**src/rtl/key_debounce.sv**
```systemverilog
// key_debounce: per-channel two-flop synchronizer and stability counter producing a debounced level with press/release pulses.
// Optional 8-bit press event counter on port press_cnt when KEY_DEBOUNCE_PRESS_CNT_EN is defined.
module key_debounce #(
  parameter int WIDTH           = 2,
  parameter int DEBOUNCE_CYCLES = 500000
) (
  input  logic             clk,
  input  logic             rst_n,
  input  logic [WIDTH-1:0] key_raw,
  output logic [WIDTH-1:0] key,
  output logic [WIDTH-1:0] key_pressed,
  output logic [WIDTH-1:0] key_released
`ifdef KEY_DEBOUNCE_PRESS_CNT_EN
  ,
  output logic [7:0]       press_cnt
`endif
);
  localparam int CW = $clog2(DEBOUNCE_CYCLES);
  localparam logic [CW-1:0] CMAX = CW'(DEBOUNCE_CYCLES - 1);
  logic [WIDTH-1:0] sync1, s, st, accept;
  for (genvar i = 0; i < WIDTH; i++) begin : g_ch
    logic [CW-1:0] cnt;
    assign accept[i] = (s[i] != st[i]) && (cnt == CMAX);
    always_ff @(posedge clk or negedge rst_n)
      if (!rst_n) cnt <= '0;
      else cnt <= (s[i] == st[i] || accept[i]) ? '0 : cnt + CW'(1);
  end
  // st holds raw polarity, so flipping it on accept adopts the synchronized level
  always_ff @(posedge clk or negedge rst_n)
    if (!rst_n) begin
      sync1        <= '1;
      s            <= '1;
      st           <= '1;
      key_pressed  <= '0;
      key_released <= '0;
    end else begin
      sync1        <= key_raw;
      s            <= sync1;
      st           <= st ^ accept;
      key_pressed  <= accept & ~s;
      key_released <= accept & s;
    end
  assign key = ~st;
`ifdef KEY_DEBOUNCE_PRESS_CNT_EN
  always_ff @(posedge clk or negedge rst_n)
    if (!rst_n) press_cnt <= '0;
    else press_cnt <= press_cnt + 8'(|key_pressed);
`endif
endmodule
```
**config.mk**
```make
export PLATFORM = sky130hd
export DESIGN_NAME = key_debounce
export DESIGN_NICKNAME = d
export VERILOG_FILES = /design/src/rtl/key_debounce.sv
export SDC_FILE = /design/constraint.sdc
export NUM_CORES = 1
export LEC_CHECK = 0
export CORE_MARGIN = 3
export CORE_UTILIZATION = 59
export DETAILED_ROUTE_END_ITERATION = 8
export PLACE_DENSITY = 0.76
export SLEW_MARGIN = 40
export SYNTH_ARGS = -nofsm -noshare
export SYNTH_HDL_FRONTEND = slang
export SYNTH_SLANG_ARGS = --single-unit
```
**constraint.sdc**
```tcl
create_clock -name clk -period 2.02 [get_ports clk]
set_input_delay 0.303 -clock clk [delete_from_list [all_inputs] [get_ports clk]]
set_output_delay 0.303 -clock clk [all_outputs]
set_load 0.02 [all_outputs]
```
==> results by stage, run 1 <==
Outcome:
- The flow ran to the end, and the final reports show no timing, DRC or antenna violations.

Drt:
- The number of violations reported at the end of detailed-routing iteration 0 is 134.
- The final layout contains routed wiring with a total length of 4580 um.
- In the routed design, unresolved DRC markers number 0.
- After detailed routing, the number of vias per cell comes to roughly 6.
- For this block, the via count after detailed routing is approximately 1700.
- The routed wire length per instance is about 16 um.
- The final antenna-violating net count is 0.
- The number of optimization iterations in the first detailed-route pass is 4.

Cells and area:
- 0 antenna diodes ended up in the layout.
- From synthesis to final layout, the design area changed by 17.9%.
- The final layout contains 252 nets.
- The number of fillers in the final layout is approximately 260.
- Of the cells placed in the final design, the portion with a size suffix greater than 1 is ~15%.
- The final design area excluding fillers is 0.00269 sq mm.
- Summing all multi-input logic gate instances after layout gives between 0.001 and 0.0015 sq mm.
- The flip-flop and latch area is about 0.0012 sq mm.

Logic synthesis:
- For this run, the number of Yosys warnings is 0.
- The sequential fraction of the synthesis area is between 50% and 60%.
- The share of synthesized area in the top cell type comes to a little under half.
- For this run, asynchronously set or reset flops after synthesis account for 100%.
- Synthesis produced a netlist whose cell count is between 200 and 250.
- The net count after synthesis is 228.
- Among all flip-flop cells after synthesis, the most frequent one is dfrtp_1.
- The commonest cells after synthesis are dfrtp_1 (42), nor2_1 (36), xnor2_1 (20), nand2_1 (15), nand3_1 (15).
- Of all cell types, the one taking the most synthesized area is dfrtp_1.
- The most frequent cell after synthesis is dfrtp_1.
- Averaged over all synthesized cells, the footprint is 10.3 sq um.
- Yosys mapped a number of flops with a built-in enable equal to 0.
- The summed instance area of the synthesized netlist is ~0.0023 sq mm.
- By area the synthesized netlist is led by dfrtp_1 (46%), xnor2_1 (7.7%), dfstp_2 (6.9%), nor2_1 (5.9%), xor2_1 (4.2%).
- The unique cell type count in the Yosys netlist is 34.
- Counting flops and latches in the post-synthesis netlist gives 48.

Die:
- The width of the die is about 68 um.
- The die covers approximately 0.0047 sq mm.
- 10 I/O pins were placed.
- The standard-cell row count is 21.
- Once the floorplan was initialized, standard cells occupied 64.8% of the core.
- The region available for standard cell placement spans roughly 0.0035 sq mm.
- Measured along the y axis, the die boundary spans ~68 um.

Worst setup path:
- The startpoint-to-endpoint class of the critical path is reg2reg.
- The reg2reg setup slack is 80 ps.
- In this run the worst path has a maximum fanout of 4.
- Data on the critical path arrives at its endpoint at approximately 2200 ps.
- Counting cells, the worst reg-to-reg path comes to 5.
- The critical path goes through ha_2, nand4_1, or4_4, or3_1, a21oi_1.
- The startpoint identified for the worst register-to-register timing path is g_ch[1].cnt[0].
- The largest single stage delay on the critical path is 580 ps.
- The endpoint identified for the worst register-to-register timing path is g_ch[1].cnt[18].
- The worst setup path is launched from a register.
- The critical path buffer and inverter count is 0.
- The nature of the critical path endpoint is a register.
- The cell type of the slowest stage on the worst timing path is or4_4.
- On the critical path the largest part of the delay comes from simple AND/OR/NAND/NOR gates.
- The worst endpoint required time is 2250 ps.

Pwr:
- The total power divided by cell area is approximately 740 mW/mm^2.
- The worst-case IR drop observed on VDD is 0.670 mV.
- The leakage component of the power is between 0.001 and 0.0015 uW.

Clock tree:
- Post-CTS timing repair inserted 0 buffers for setup.
- Counting the buffers created by CTS gives 5.
- The buffer depth of the longest clock path is 2.
- For the worst-skew pair, the clock arrives at the later sink with an insertion delay of around 300 ps.
- After clock tree synthesis, the clock-pin slew on the worst setup and hold paths is around 90 ps.
- For this design, the sink count on the clock tree is between 40 and 50.
- The H-tree depth is 2.
- The TritonCTS clock tree is done.
- The tree is rooted in a clkbuf_8.

Min path:
- The startpoint identified for the worst hold timing path is sync1[0].
- The number of cells on the worst hold path is 0.
- The worst hold path terminates at s[0].
- The path class of the tightest hold or removal check is reg2reg.

Timing:
- The relative slew slack is 65.2%.
- The accumulated negative setup slack is 0 ps.
- Dividing the final minimum period by the clock period gives just under 100%.
- For this run, the top clock speed supported by timing is slightly above 0.5 GHz.
- Once routing completed, OpenROAD measured the worst setup slack at approximately 76 ps.
- At the pin with the least slew margin, the transition time is ~520 ps.
- The number of failing hold endpoints at the final stage was 0.
- The number of setup violations in the final report is 0.
- On the final layout, the worst clock skew is ~2.8 ps.
- For the finished layout, the period the worst path requires is roughly 1900 ps.
- The max-slew violation count is 0.
- Setup repair after global routing left no endpoint under its margin.

Placement:
- The count of buffers added on input and output ports is 9.
- The congestion estimate from routability-driven global placement came to between 0.9 and 1.
- After detailed placement, the total cell area comes to around 0.0025 sq mm.
- Detailed placement ended at an HPWL of 3350 um.
- The setup slack at placement is between 70 and 80 ps.

GRT:
- The global route total overflow is 0.
- The total global-route track usage is roughly a quarter.
- The maximum number of pins on one net before global-route repair is 27.
- The first-pass GRT wire length is 8360 um.
- The number of global-route vias before repair is 1847.
- The number of antenna violations at the first check in global routing is 0.

Job:
- Max-cap violations in this run came to 0.
[worst max-delay path by stage]
stage / from / end / depth (start not counted) / slack, ps
after global placement: g_ch[0].cnt[10] / register / 4 / 170
after CTS: g_ch[1].cnt[0] / g_ch[1].cnt[18] / 5 / 50
after global routing: g_ch[1].cnt[0] / g_ch[1].cnt[18] / 5 / 4
final: g_ch[1].cnt[0] / g_ch[1].cnt[18] / 5 / 80
after floorplan: g_ch[0].cnt[0] / register / 4 / 170
after detailed placement: g_ch[1].cnt[0] / g_ch[1].cnt[18] / 5 / 80
[cell usage in the layout (no fill, tap or decap), drive strengths merged, types with 5 or more instances in the layout]
cell and n:
inv 6, nand4 11, dfrtp 42, xor2 11, nor3 9, nand3 15
nand2 15, nor2 36, clkdlybuf4s50 8, dfstp 6, nor4 10, buf 13
clkbuf 5, xnor2 20
[cells by family (layout without fill, tap and decap cells)]
kind of cell / count (synthesis) / count (layout) / share of synthesized area [%]
xor+xnor: 31 / 31 / 11.9
compound gates: 11 / 11 / 4.06
flops: 48 / 48 / 53.0
simple gates: 116 / 116 / 26.4
mux: 3 / 3 / 1.59
buf+inv: 11 / 36 / 2.03
fa+ha+maj: 2 / 2 / 1.10
[cell type report]
| class | count | share of cell area [%] |
|---|---|---|
| flip-flops and latches | 48 | 44.9 |
| multi-input cells | 163 | 38.4 |
| repair buffers | 22 | 7.81 |
| clock inverters | 3 | 3.35 |
| clock buffers | 5 | 2.56 |
| well taps | 46 | 2.14 |
| inverters | 6 | 0.837 |
[worst register-to-register path: cells and delay by family, from the launching register on]
kind / cells / cell delay, ps
AND/OR/NAND/NOR: 3 / 1060
AO/OA/AOI/OAI: 1 / 180
flip-flops: 1 / 410
adder cells (fa/ha/maj): 1 / 230
[sequential cells by signal, indices dropped and copies added (netlist names), named ones only]
signal        flops
key_released      2
sync1             2
key_pressed       2
s                 2
g_ch.cnt         38
[layer usage]
layer | track usage [%] | routed length (um)
met4 | 11.2 | 129
met5 | 0 | 0
met1 | 32.8 | 2060
met3 | 4.60 | 259
met2 | 37.8 | 2130
[stage by stage]
step	hold slack, ps	cells	util [%]	total power (uW)
6_report	363	293	76.4	2000
5_1_grt	367	293	76.4	2070
4_1_cts	366	293	76.3	2020
3_5_place_dp	309	284	71.5	1080
3_3_place_gp	298	284	71.5	1080
2_1_floorplan	7.41	222	-	1040
[power by group]
group	internal [uW]	switching [uW]	leakage, uW	total (uW)
combinational	29.5	40.8	0.000341	70.3
clock	619	323	0.0000784	941
sequential	977	15.6	0.000645	993
[repair_timing]
item | in CTS | in global routing
setup endpoints to repair | 0 | 1
endpoints found under the hold margin | 16 | 0
gates resized for setup | 0 | 2
hold buffers | 1 | 0
Power figures use the tool's default switching activity.
==> inputs of run 2 (changes only) <==
--- a/config.mk
+++ b/config.mk
@@ -9,7 +9,8 @@
 export CORE_UTILIZATION = 59
 export DETAILED_ROUTE_END_ITERATION = 8
 export PLACE_DENSITY = 0.76
-export SLEW_MARGIN = 40
+export SKIP_LAST_GASP = 1
 export SYNTH_ARGS = -nofsm -noshare
 export SYNTH_HDL_FRONTEND = slang
 export SYNTH_SLANG_ARGS = --single-unit
+export TNS_END_PERCENT = 100
==> results of run 2 <==
The final DEF is identical to that of run 1; final timing and power are the same.
